File: src/rtl/gate_truth_sequencer_pkg.sv
// Shared FSM state encodings, reference truth tables for the lab gates, and timer sizing.
package gate_truth_sequencer_pkg;

  localparam logic [1:0] S_IDLE   = 2'd0;
  localparam logic [1:0] S_SETTLE = 2'd1;
  localparam logic [1:0] S_SAMPLE = 2'd2;
  localparam logic [1:0] S_DONE   = 2'd3;

  // Bit i is the expected gate output for input vector i (bit 0 = a, bit 1 = b).
  localparam logic [3:0] TT_NAND2 = 4'b0111;
  localparam logic [3:0] TT_AND2  = 4'b1000;
  localparam logic [3:0] TT_OR2   = 4'b1110;
  localparam logic [3:0] TT_XOR2  = 4'b0110;

  // Down-counter width able to hold SETTLE-1; never narrower than one bit.
  function automatic int timer_width(input int settle);
    return (settle > 1) ? $clog2(settle) : 1;
  endfunction

endpackage

File: src/rtl/gate_truth_sequencer_if.sv
// Board/gate-facing bundle of the sequencer: start request, gate vector/output, and sweep results.
interface gate_truth_sequencer_if #(
  parameter int N_IN = 2
);

  logic            start;
  logic [N_IN-1:0] vec;
  logic            x;
  logic            busy;
  logic            done;
  logic            pass;
  logic [N_IN:0]   err_cnt;
  logic [N_IN-1:0] fail_idx;
  logic            fail_vld;

  modport master (
    input  start, x,
    output vec, busy, done, pass, err_cnt, fail_idx, fail_vld
  );

  modport slave (
    output start, x,
    input  vec, busy, done, pass, err_cnt, fail_idx, fail_vld
  );

endinterface

File: src/rtl/gate_truth_sequencer_settle_timer.sv
// Loadable down-counter holding each vector for a fixed number of cycles; zero flags expiry.
module settle_timer #(
  parameter int W = 1
) (
  input  logic         clk,
  input  logic         rst,
  input  logic         load,
  input  logic [W-1:0] load_val,
  input  logic         dec,
  output logic         zero
);

  logic [W-1:0] cnt;

  always_ff @(posedge clk or posedge rst) begin
    if (rst) begin
      cnt <= '0;
    end else if (load) begin
      cnt <= load_val;
    end else if (dec) begin
      cnt <= cnt - W'(1);
    end
  end

  assign zero = (cnt == '0);

endmodule

File: src/rtl/gate_truth_sequencer.sv
// Sweeps every input vector of a small gate in ascending order and checks the output against TRUTH.
// Accepted start to done takes 1 + 2**N_IN*(SETTLE+1) cycles; start is ignored while a sweep runs.
module gate_truth_sequencer
  import gate_truth_sequencer_pkg::*;
#(
  parameter int                     N_IN   = 2,
  parameter int                     SETTLE = 2,
  parameter logic [(1<<N_IN)-1:0]   TRUTH  = 4'b0111
) (
  input logic                    clk,
  input logic                    rst,
  gate_truth_sequencer_if.master bus
);

  localparam int            TW     = timer_width(SETTLE);
  localparam logic [TW-1:0] RELOAD = TW'(SETTLE - 1);

  logic [1:0]      state;
  logic [N_IN-1:0] vec_q;
  logic [N_IN-1:0] fail_idx_q;
  logic [N_IN:0]   err_q;
  logic            busy_q;
  logic            done_q;
  logic            pass_q;
  logic            fail_vld_q;

  logic accept;
  logic last_vec;
  logic mismatch;
  logic timer_load;
  logic timer_dec;
  logic timer_zero;

  assign accept     = bus.start && (state == S_IDLE || state == S_DONE);
  assign last_vec   = (vec_q == {N_IN{1'b1}});
  assign mismatch   = (bus.x != TRUTH[vec_q]);
  assign timer_load = accept || (state == S_SAMPLE && !last_vec);
  assign timer_dec  = (state == S_SETTLE) && !timer_zero;

  settle_timer #(
    .W (TW)
  ) u_settle_timer (
    .clk      (clk),
    .rst      (rst),
    .load     (timer_load),
    .load_val (RELOAD),
    .dec      (timer_dec),
    .zero     (timer_zero)
  );

  always_ff @(posedge clk or posedge rst) begin
    if (rst) begin
      state      <= S_IDLE;
      vec_q      <= '0;
      err_q      <= '0;
      fail_idx_q <= '0;
      fail_vld_q <= 1'b0;
      busy_q     <= 1'b0;
      done_q     <= 1'b0;
      pass_q     <= 1'b0;
    end else begin
      case (state)
        S_IDLE, S_DONE: begin
          if (accept) begin
            state      <= S_SETTLE;
            vec_q      <= '0;
            err_q      <= '0;
            fail_idx_q <= '0;
            fail_vld_q <= 1'b0;
            busy_q     <= 1'b1;
            done_q     <= 1'b0;
            pass_q     <= 1'b0;
          end
        end
        S_SETTLE: begin
          if (timer_zero) begin
            state <= S_SAMPLE;
          end
        end
        S_SAMPLE: begin
          if (mismatch) begin
            err_q <= err_q + (N_IN+1)'(1);
            if (!fail_vld_q) begin
              fail_idx_q <= vec_q;
              fail_vld_q <= 1'b1;
            end
          end
          // pass must include this final comparison, which err_q has not absorbed yet
          if (last_vec) begin
            state  <= S_DONE;
            busy_q <= 1'b0;
            done_q <= 1'b1;
            pass_q <= (err_q == '0) && !mismatch;
          end else begin
            vec_q <= vec_q + N_IN'(1);
            state <= S_SETTLE;
          end
        end
        default: state <= S_IDLE;
      endcase
    end
  end

  assign bus.vec      = vec_q;
  assign bus.busy     = busy_q;
  assign bus.done     = done_q;
  assign bus.pass     = pass_q;
  assign bus.err_cnt  = err_q;
  assign bus.fail_idx = fail_idx_q;
  assign bus.fail_vld = fail_vld_q;

endmodule
File: src/flat_wrapper.sv
// flat-port wrapper written by rule: the top's interface ports become plain ports
module gate_truth_sequencer_flat import gate_truth_sequencer_pkg::*;
#(
  parameter int                     N_IN   = 2,
  parameter int                     SETTLE = 2,
  parameter logic [(1<<N_IN)-1:0]   TRUTH  = 4'b0111
)
  (clk, rst, bus_start, bus_x, bus_vec, bus_busy, bus_done, bus_pass, bus_err_cnt, bus_fail_idx, bus_fail_vld);
  gate_truth_sequencer_if #(.N_IN(N_IN)) bus_i ();
  input logic clk;
  input logic rst;
  input wire logic [$bits(bus_i.start)-1:0] bus_start;
  input wire logic [$bits(bus_i.x)-1:0] bus_x;
  output wire logic [$bits(bus_i.vec)-1:0] bus_vec;
  output wire logic [$bits(bus_i.busy)-1:0] bus_busy;
  output wire logic [$bits(bus_i.done)-1:0] bus_done;
  output wire logic [$bits(bus_i.pass)-1:0] bus_pass;
  output wire logic [$bits(bus_i.err_cnt)-1:0] bus_err_cnt;
  output wire logic [$bits(bus_i.fail_idx)-1:0] bus_fail_idx;
  output wire logic [$bits(bus_i.fail_vld)-1:0] bus_fail_vld;
  assign bus_i.start = bus_start;
  assign bus_i.x = bus_x;
  assign bus_vec = bus_i.vec;
  assign bus_busy = bus_i.busy;
  assign bus_done = bus_i.done;
  assign bus_pass = bus_i.pass;
  assign bus_err_cnt = bus_i.err_cnt;
  assign bus_fail_idx = bus_i.fail_idx;
  assign bus_fail_vld = bus_i.fail_vld;
  gate_truth_sequencer #(.N_IN(N_IN), .SETTLE(SETTLE), .TRUTH(TRUTH)) u_core (.clk(clk), .rst(rst), .bus(bus_i));
endmodule
File: config.mk
export PLATFORM = sky130hd
export DESIGN_NAME = gate_truth_sequencer_flat
export DESIGN_NICKNAME = d
export VERILOG_FILES = /design/src/rtl/gate_truth_sequencer_pkg.sv /design/src/rtl/gate_truth_sequencer_if.sv /design/src/rtl/gate_truth_sequencer_settle_timer.sv /design/src/rtl/gate_truth_sequencer.sv /design/src/flat_wrapper.sv
export SDC_FILE = /design/constraint.sdc
export NUM_CORES = 1
export LEC_CHECK = 0
export ABC_AREA = 1
export CAP_MARGIN = 10
export CELL_PAD_IN_SITES_DETAIL_PLACEMENT = 1
export CELL_PAD_IN_SITES_GLOBAL_PLACEMENT = 2
export CORE_MARGIN = 3
export CORE_UTILIZATION = 31
export DETAILED_ROUTE_END_ITERATION = 8
export PLACE_DENSITY_LB_ADDON = 0.1
export SLEW_MARGIN = 20
export SYNTH_ARGS = -nofsm -noshare
export SYNTH_HDL_FRONTEND = slang
export SYNTH_SLANG_ARGS = --single-unit
export TNS_END_PERCENT = 30
File: constraint.sdc
create_clock -name clk -period 2.5 [get_ports clk]
set_input_delay 0.5 -clock clk [delete_from_list [all_inputs] [get_ports clk]]
set_output_delay 0.5 -clock clk [all_outputs]
set_load 0.05 [all_outputs]
; ---- Word-level counts from Yosys, hierarchy flattened
; Index checks and enable logic that the tools add are counted.
; W data, S select, Z words.
[op_classes]
div_mod_pow = 0
muxes = 27
addsub = 3
shift = 0
mul = 0
n_lt_le_gt_ge = 1
n_reduce_logical = 18
eq_ne = 11
n_bitwise = 0
[op_table]
columns = operator, count
row1 = $mux W2, 7
row2 = $mux W1, 9
row3 = $reduce_and A3 Y1, 3
row4 = $pmux W1 S2, 4
row5 = $pmux W2 S2, 2
row6 = $eq A2 B2 Y1 const B, 3
row7 = $mux W3, 2
row8 = $ne A2 B1 Y1 const B, 3
row9 = $ne A2 B2 Y1 const B, 3
row10 = $pmux W2 S3, 1
row11 = $pmux W3 S2, 1
row12 = $logic_and A1 B1 Y1, 4
row13 = $reduce_and A4 Y1, 1
row14 = $reduce_bool A2 Y1, 2
row15 = $add A3 B1 Y3 const B, 1
row16 = $logic_not A3 Y1, 1
row17 = $lt A2 B3 Y1 const B, 1
row18 = $add A2 B1 Y2 const B, 1
row19 = $bmux W1 S2, 1
row20 = $eq A2 B1 Y1 const B, 1
row21 = $logic_not A1 Y1, 2
row22 = $logic_not A2 Y1, 1
row23 = $logic_or A1 B1 Y1, 2
row24 = $reduce_and A2 Y1, 1
row25 = other kinds (3), 3
[word_totals]
ff_bits = 14
latch_bits = 0
in_bits = 4
mem_bits_ro = 0
out_inout_bits = 11
ram_bits = 0
memories = 0
word_cells = 69

; ---- Depth between registers and ports, before layout
; Gate-level depths: netlist of run 1.
[logic_depth]
depth_word = 7
depth_mapped = 9
mapped_depth_nobuf = 9

; ---- Hierarchy
; A second synthesis of run 1 with hierarchy kept.
[unflattened]
cells_unflattened = 105
hier_area_um2 = 848.3
[by_module_without_submodules]
columns = module, instances, cells_per_inst, seq_area_each_um2, area_each_um2
row1 = gate_truth_sequencer, 1, 94, 325.3, 783.3
row2 = settle_timer, 1, 11, 25.0, 65.1

; ---- Worst setup path before layout of run 1
; OpenSTA, ideal clock, no wires.
[synth_timing]
kind = register to register
startpoint = reg u_core.vec_q[0] (netlist: u_core.bus.vec[0])
endpoint = reg u_core.err_q[2] (netlist: u_core.bus.err_cnt[2])
setup_time_ns = 0.118
path_slack_ns = 0.971
arrival_time_ns = 1.411
path_stages_with_launch = 9
period_less_slack_ns = 1.529
path_cell_list = dfrtp_1 -> ha_1 -> inv_1 -> nand2_1 -> nand3_1 -> nand2_4 -> inv_2 -> nand2_1 -> nand2_1
[synth_via]
elab_chain_cells = 5
[synth_rtl]
columns = item, line
row1 = from (decl), gate_truth_sequencer.sv:19  ; logic [N_IN-1:0] vec_q;
row2 = from (signal assigned), gate_truth_sequencer.sv:95  ; vec_q <= vec_q + N_IN'(1);
row3 = $bmux W1 S2, gate_truth_sequencer.sv:36  ; assign mismatch = (bus.x != TRUTH[vec_q]);
row4 = $mux W1 (implied by the code), gate_truth_sequencer.sv:36
row5 = $ne A1 B1 Y1, gate_truth_sequencer.sv:36
row6 = $ne A2 B1 Y1 (no line), -
row7 = $reduce_and A3 Y1 (no line), -
row8 = to (signal assigned), gate_truth_sequencer.sv:82  ; err_q <= err_q + (N_IN+1)'(1);
row9 = to (decl), gate_truth_sequencer.sv:21  ; logic [N_IN:0] err_q;
; Every way passes these cells. The select of a mux whose other input is x is not followed.
; A chain may end at the register's enable or synchronous reset.

; ---- Final worst setup path of run 1
[layout_timing]
startpoint = reg u_core.vec_q[0] (netlist: u_core.bus.vec[0])
endpoint = out bus_vec[0]
[layout_lines]
columns = item, line
row1 = to (decl), flat_wrapper.sv:14  ; output wire logic [$bits(bus_i.vec)-1:0] bus_vec;
; No word-level cell between the ends.

==> results.toml, run 1 <==
[floorplan]
die_h_um = 57.2
ios = 15
row_count = 17
die-area_um2 = 3270
dieWidth_um = 57.2
coreArea_um2 = 2340
start_util = 0.348

[synth]
synth_edf_count = 0
synth_common_cells = "nand2_1, dfrtp_1, inv_1"
synth.top_cell.area_share = 0.431
ys.flop_type = "dfrtp_1"
ys_seq_area_frac = 0.431
syn-cell-area_um2 = 813
ys_warn_count = 0
synth_nets = 109
ys_ff_latch = 14
synthArstFlopShare = 1.00
synth_largest_area_cell = "dfrtp_1"
syn_area_per_cell_um2 = 8.30
yosysUniqueCellTypes = 19
syn-instance-count = 98
synth_most_common_cell = "nand2_1"
yosys-top-cells-area = "dfrtp_1, nand2_1, ha_1"

[grt]
overflow = 0
antenna_found_initial = 0
groute.usage.overall = 0.123
grt_max_degree = 15
grt_pass1_vias = 676
grt_pass1_wl_um = 3130

[drt]
via_per_inst = 4.55
routed_wl_um = 1720
wl_per_cell_um = 12.1
antenna_left = 0
drc = 0
first_iter_violations = 11
num_vias = 646
drtPass1Iterations = 4

[power]
leakagePower_nw = 0.503
p_per_area_nw_per_um2 = 1170
irDropWorstVdd_mv = 0.526
power_w = 0.00117

[hold_path]
hp-class = "flip-flop to flip-flop"
hp-start = "u_core.bus.fail_idx[1]"

[clocking]
cts_setup_buffers = 0
cts_buffers = 3
ctsResizeCount = 0
cts_root_buffer = "clkbuf_4"
ctsHoldBuffers = 0
clk-insertion-delay-late_ns = 0.27
tritoncts = "built"
clk_pin_slew_ns = 0.08
htree_levels = 1
clockBufferDepth = 2
cts.sinks = 14

[layout]
drive_gt1_frac = 0.123
regArea_um2 = 350
multi_input_area_um2 = 388
antenna_cells = 0
n_fill_cell = 293
synthToLayoutAreaGrowth_pct = 23.4
final_nets = 127

[setup_path]
crit_chain = "clkdlybuf4s50_1"
path_delay_family = "buffers and inverters"
cp_num_buf_inv = 1
critPathRequiredTime_ns = 2.00
crit_path_start = "u_core.bus.vec[0]"
crit_type = "flip-flop to output port"
slowest_stage = "clkdlybuf4s50_1"
r2r_start = "u_core.state[0]"
endpoint_kind = "output port"
slowest_delay_ns = 0.84
cp-start-kind = "flip-flop"
cp_max_fo = 6
worstPathArrival_ns = 1.56

[place]
io_buffer_count = 14
dp_hpwl_um = 1360
place.gp.congestion = 0.672

[timing]
period_needed_ns = 2.06
relSlewSlack = 0.628
grt_setup_unrepaired = "false"
max_freq_mhz = 487
hold_viol_final = 0
slew_violations = 0
fin_crit_sh = 0.822
final.setup.tns_ns = 0
setup_violations = 0
tightest_slew_ns = 0.558
fin_skew_ns = 0.00226

[flow_run]
drv_cap = 0

[status]
status = "finished clean"
==> state kept, by name, indices dropped and copies added, names as in the netlist <==
name / flops
u_core.bus.err_cnt: 3
u_core.bus.fail_idx: 2
u_core.bus.vec: 2
u_core.state: 2
u_core.bus.busy: 1
u_core.bus.done: 1
u_core.bus.fail_vld: 1
u_core.bus.pass: 1
u_core.u_settle_timer.cnt: 1
==> cells by family after synthesis <==
logic type | share of synthesized area
AND/OR/NAND/NOR | 0.277
buffers and inverters | 0.0923
flip-flops | 0.431
AO/OA/AOI/OAI | 0.0815
adder cells (fa/ha/maj) | 0.108
XOR/XNOR | 0.0108
==> worst register-to-register path, cell delays in order (launching register included) <==
cell,delay [ns]
dfrtp_1,0.38
inv_1,0.07
ha_1,0.35
inv_2,0.10
nor2_4,0.06
nor2_8,0.12
nand2_1,0.13
nand2_1,0.08
o21ai_0,0.07
==> layout make-up <==
class / instances / area share
well taps: 28 / 0.0349
multi-input cells: 65 / 0.387
repair buffers: 14 / 0.140
inverters: 18 / 0.0673
clock buffers: 3 / 0.0224
flip-flops and latches: 14 / 0.349
==> final timing paths <==
check / slack (ns) / cells past startpoint / to
setup / recovery: 0.44 / 1 / bus_vec[0]
hold / removal: 0.47 / 2 / u_core.bus.fail_idx[1]
setup reg to reg: 1.04 / 8 / u_core.bus.vec[1]
hold reg to reg: 0.47 / 2 / u_core.bus.fail_idx[1]
max in group asynchronous: 1.56 / 2 / u_core.bus.err_cnt[0]
min in group asynchronous: 0.57 / 2 / u_core.bus.busy
==> placed cells by master (no fill, tap or decap), types with 2 or more instances in the layout <==
cell type / netlist / routed
nand2_1: 32 / 32
inv_1: 14 / 14
clkdlybuf4s50_1: 0 / 14
dfrtp_1: 14 / 14
ha_1: 7 / 7
o21ai_1: 6 / 6
inv_2: 4 / 4
o21ai_0: 4 / 4
nand4_1: 3 / 3
clkbuf_4: 0 / 3
nand3_1: 2 / 2
nand2_4: 2 / 2
nor2_1: 2 / 2
==> power by group <==
group	leakage (nW)	internal [W]	switching, W
combinational	0.304	0.000232	0.000474
sequential	0.185	0.000291	0.0000505
clock	0.0138	0.0000558	0.0000718
total	0.503	0.000579	0.000596
==> stage by stage <==
step,instances,cell area (um2),hold WS [ns],worst slack (ns),util
floorplan,98,813,0.389,0.971,-
global placement,139,981,0.457,0.766,0.419
detailed placement,139,981,0.458,0.752,0.419
CTS,142,1000,0.480,0.425,0.429
global route,142,1000,0.522,0.382,0.429
finish,142,1000,0.474,0.445,0.429
==> per-layer routing <==
metal	global-route usage	part of all wire	vias to the layer above
met3	0.0226	0.038	4
met4	0.0695	0.021	0
met1	0.172	0.53	296
met5	0	0	-
met2	0.178	0.41	12
li1	-	-	334
(Power assumes the default switching activity.)
==> run 2, diff against run 1 <==
Settings changed: CORE_UTILIZATION 31 to 29.
Clock period 2.5 ns to 2 ns, I/O delays scaled along.
==> run 2 against run 1 <==
  * Sequential power up 27%
  * Sequential share of layout area is 0.087 points higher
  * Largest cell class unchanged
  * Highest routed layer unchanged
  * Die area is 6.2% higher
==> results.toml, run 2 (synthesized netlist as in run 1, its figures left out) <==
[status]
status = "finished clean"

[drt]
antenna_left = 0
num_vias = 650
drtPass1Iterations = 3
first_iter_violations = 10
drc = 0
routed_wl_um = 1790
wl_per_cell_um = 12.5
via_per_inst = 4.51

[layout]
final_nets = 127
layout_commonest_cell = "nand2_1"
antenna_cells = 0
largest_reg_flops = 3
n_fill_cell = 331
drive_gt1_frac = 0.140
stdcell_area_um2 = 1000
synthToLayoutAreaGrowth_pct = 23.1
regArea_um2 = 350
multi_input_area_um2 = 388
layout_common_cells = "nand2_1, inv_1, dfrtp_1, clkdlybuf4s50_1, ha_1"

[grt]
antenna_found_initial = 0
grt_pass1_vias = 686
grt_max_degree = 15
grt_pass1_wl_um = 3200
overflow = 0
groute.usage.overall = 0.125

[timing]
grt_setup_unrepaired = "false"
period_needed_ns = 1.91
slew_violations = 0
fin_crit_sh = 0.955
tightest_slew_ns = 0.553
relSlewSlack = 0.631
fin_skew_ns = 0.00648
final.setup.tns_ns = 0
setup_violations = 0
max_freq_mhz = 524
hold_viol_final = 0

[setup_path]
critPathRequiredTime_ns = 1.60
path_delay_family = "buffers and inverters"
crit_type = "flip-flop to output port"
endpoint_kind = "output port"
slowest_stage = "clkdlybuf4s50_1"
crit_chain = "clkdlybuf4s50_1"
cp_max_fo = 4
worstPathArrival_ns = 1.51
cp_num_buf_inv = 1
cp-start-kind = "flip-flop"
slowest_delay_ns = 0.82

[place]
place.gp.congestion = 0.736
dp_hpwl_um = 1430
placed_cell_area_um2 = 978
io_buffer_count = 14

[power]
p_per_area_nw_per_um2 = 1460
irDropWorstVdd_mv = 0.618
leakagePower_nw = 0.507

[floorplan]
dieWidth_um = 59.0
die_h_um = 59.0
row_count = 18
start_util = 0.317
die-area_um2 = 3480
ios = 15
coreArea_um2 = 2570

[clocking]
ctsResizeCount = 0
htree_levels = 1
cts_root_buffer = "clkbuf_4"
clk-insertion-delay-late_ns = 0.28
cts_buffers = 3
clockBufferDepth = 2
cts_setup_buffers = 0
clk_pin_slew_ns = 0.08
cts.sinks = 14
ctsHoldBuffers = 0
tritoncts = "built"

[hold_path]
hp-class = "primary input to asynchronous set/reset pin"

[flow_run]
drv_cap = 0
-- run 2: layout make-up --
cell class	count	area share
multi-input combinational	65	0.388
sequential	14	0.350
timing repair buffer	14	0.135
inverter	18	0.0675
tap	30	0.0375
clock buffer	3	0.0225
-- run 2: routing by layer --
layer  track usage  vias up  wire length (um)
li1              -      333                 -
met1         0.164      304               867
met2         0.199       11               823
met3        0.0439        2                87
met4        0.0291        0                15
met5             0        -                 0
-- run 2: through the flow --
step | hold slack, ns | worst slack, ns | std cells | power [W] | utilization
4_1_cts | 0.480 | 0.0694 | 144 | 0.00149 | 0.390
3_5_place_dp | 0.459 | 0.368 | 141 | 0.00133 | 0.381
2_1_floorplan | 0.289 | 0.471 | 98 | 0.00110 | -
6_report | 0.471 | 0.0901 | 144 | 0.00147 | 0.390
3_3_place_gp | 0.454 | 0.407 | 141 | 0.00131 | 0.381
5_1_grt | 0.523 | 0.00251 | 144 | 0.00161 | 0.390
-- run 2: path summary, 6_finish.rpt --
kind                            cells past startpoint                      to  slack (ns)              startpoint
worst min register to register                      2  u_core.bus.fail_idx[0]        0.47  u_core.bus.fail_idx[0]
worst min-delay path                                2   u_core.bus.err_cnt[2]        0.47                     rst
min in group clk                                    2  u_core.bus.fail_idx[0]        0.47  u_core.bus.fail_idx[0]
worst max register to register                      9   u_core.bus.err_cnt[2]        0.53         u_core.state[0]
max in group asynchronous                           2     u_core.bus.fail_vld        1.16                     rst
worst max-delay path                                1          bus_err_cnt[2]        0.09   u_core.bus.err_cnt[2]
-- run 2: power breakdown --
| group | total (W) | internal, W | leakage (nW) | switching (W) |
|---|---|---|---|---|
| combinational | 0.000876 | 0.000285 | 0.308 | 0.000591 |
| clock | 0.000156 | 0.0000698 | 0.0138 | 0.0000867 |
| sequential | 0.000434 | 0.000364 | 0.185 | 0.0000693 |
| total | 0.00147 | 0.000719 | 0.507 | 0.000747 |
==> run 3, diff against run 2 <==
Settings changed: SYNTH_HIERARCHICAL set to 1.
==> run 3 against run 2 <==
  * Sequential share of layout area is 1.6 points lower
  * Setup slack got worse by 0.0089 ns
  * Synthesized cell count grew 7.1%
  * Die area rose by 3.9%
  * Register-to-register slack about the same
  * Global-route usage is 0.66 points lower
  * Hold slack worse by 0.19 ns
  * Clock skew decreased by 0.0023 ns
  * Critical endpoint is now bus_fail_vld
  * Flip-flop and latch count did not move
  * Non-clock buffer count is 1 higher
==> results.toml, run 3 <==
[status]
status = "finished clean"

[setup_path]
crit_chain = "clkdlybuf4s50_1"
cp-start-kind = "flip-flop"
cp_max_fo = 5
crit_type = "flip-flop to output port"
critPathRequiredTime_ns = 1.60
rr_endpoint = "u_core/bus.fail_vld"
regToRegSetupSlack_ns = 0.52
path_delay_family = "buffers and inverters"
slowest_delay_ns = 0.83
slowest_stage = "clkdlybuf4s50_1"
endpoint_kind = "output port"
worstPathArrival_ns = 1.52
cp_num_buf_inv = 1
r2r_start = "u_core/state[0]"
r2r_cells = 6

[clocking]
clockBufferDepth = 2
tritoncts = "built"
cts_root_buffer = "clkbuf_4"
cts_buffers = 3
clk_pin_slew_ns = 0.08
clk-insertion-delay-late_ns = 0.28
cts.sinks = 14
htree_levels = 1

[synth]
ys.flop_type = "dfrtp_1"
synth_edf_count = 0
yosys-top-cells-area = "dfrtp_1, nand2_1, ha_1"
syn_area_per_cell_um2 = 8.08
ys_ff_latch = 14
syn-instance-count = 105
synth_largest_area_cell = "dfrtp_1"
synth_common_cells = "nand2_1, inv_1, dfrtp_1"
yosysUniqueCellTypes = 22
synth.top_cell.area_share = 0.413
synthArstFlopShare = 1.00
synth_most_common_cell = "nand2_1"
synth_nets = 115
ys_warn_count = 6
ys_seq_area_frac = 0.413
syn-cell-area_um2 = 848

[place]
place.gp.congestion = 0.758
io_buffer_count = 14
placed_cell_area_um2 = 1020
dp_hpwl_um = 1540

[drt]
drtPass1Iterations = 4
num_vias = 691
routed_wl_um = 1870
first_iter_violations = 20
wl_per_cell_um = 12.3
drc = 0
via_per_inst = 4.55
antenna_left = 0

[power]
leakagePower_nw = 0.573
power_w = 0.00160
irDropWorstVdd_mv = 0.762
p_per_area_nw_per_um2 = 1530

[timing]
max_freq_mhz = 521
whs_ns = 0.280
relSlewSlack = 0.654
setup_violations = 0
slew_violations = 0
hold_viol_final = 0
tightest_slew_ns = 0.519
final.setup.tns_ns = 0
grt_setup_unrepaired = "false"
period_needed_ns = 1.92
fin_skew_ns = 0.00419
fin_crit_sh = 0.959

[floorplan]
dieWidth_um = 60.1
row_count = 18
coreArea_um2 = 2640
start_util = 0.322
die-area_um2 = 3610
die_h_um = 60.1
ios = 15

[layout]
n_fill_cell = 329
regArea_um2 = 350
largest_reg_flops = 3
drive_gt1_frac = 0.148
stdcell_area_um2 = 1050
antenna_cells = 0
layout_commonest_cell = "nand2_1"
layout_common_cells = "nand2_1, inv_1, dfrtp_1, clkdlybuf4s50_1, o21ai_1"
final_nets = 134
multi_input_area_um2 = 412
synthToLayoutAreaGrowth_pct = 23.6

[grt]
grt_pass1_wl_um = 3240
overflow = 0
groute.usage.overall = 0.119
grt_max_degree = 14
antenna_found_initial = 0
grt_pass1_vias = 744

[hold_path]
hp-class = "primary input to asynchronous set/reset pin"

[flow_run]
drv_cap = 0
## run 3: cell count changes in the layout (fill, tap and decap cells not counted), sizes merged, moves of 3 or more
cell,delta
nand3,+5
a21oi,+3
inv,+3
o21ai,-3
## run 3: power by group
part | total, W | switching [W] | internal, W | leakage, nW
Combinational | 0.00101 | 0.000668 | 0.000343 | 0.373
Sequential | 0.000438 | 0.0000657 | 0.000372 | 0.186
Clock | 0.000156 | 0.0000862 | 0.0000699 | 0.0138
## run 3: cell families (layout without fill, tap and decap cells)
family          Yosys count  in the layout  share of synthesized area
compound gates           13             13                      0.103
other cells               1              1                    0.00442
simple gates             48             48                      0.279
fa+ha+maj                 6              6                     0.0885
xor+xnor                  1              1                     0.0103
buf+inv                  22             39                      0.102
flops                    14             14                      0.413
## run 3: layer usage
metal	track usage	vias to the layer above	share of wire
li1	-	361	-
met1	0.149	317	0.50
met2	0.196	11	0.45
met3	0.0389	2	0.037
met4	0.0285	0	0.0096
met5	0	-	0
## run 3: worst max path at each step
| stage | startpoint | end | slack [ns] | cells after the start |
|---|---|---|---|---|
| after floorplan | u_core/bus.vec[0] | u_core/u_settle_timer/cnt | 0.57 | 5 |
| after global placement | u_core/bus.vec[1] | bus_vec[1] | 0.34 | 1 |
| after detailed placement | u_core/bus.vec[1] | bus_vec[1] | 0.36 | 1 |
| after CTS | u_core/bus.vec[1] | bus_vec[1] | 0.03 | 1 |
| after global routing | u_core/bus.fail_vld | bus_fail_vld | 0.006 | 1 |
| final | u_core/bus.fail_vld | bus_fail_vld | 0.08 | 1 |
## run 3: what timing repair did
action,CTS,global route
endpoints found under the setup margin,0,1
buffers inserted,0,0
hold buffers,0,0
resized for setup,0,1
## run 3: through the flow
| step | utilization | worst slack (ns) | instances |
|---|---|---|---|
| after global routing | 0.398 | 0.00591 | 152 |
| after detailed placement | 0.388 | 0.356 | 149 |
| after global placement | 0.388 | 0.343 | 149 |
| final | 0.398 | 0.0812 | 152 |
| after CTS | 0.397 | 0.0338 | 152 |
| after floorplan | - | 0.571 | 105 |
## run 3: final cells by class
type / count / share of cell area
multi-input combinational: 69 / 0.393
sequential: 14 / 0.334
timing repair buffer: 15 / 0.141
inverter: 21 / 0.0752
tap: 30 / 0.0358
clock buffer: 3 / 0.0215
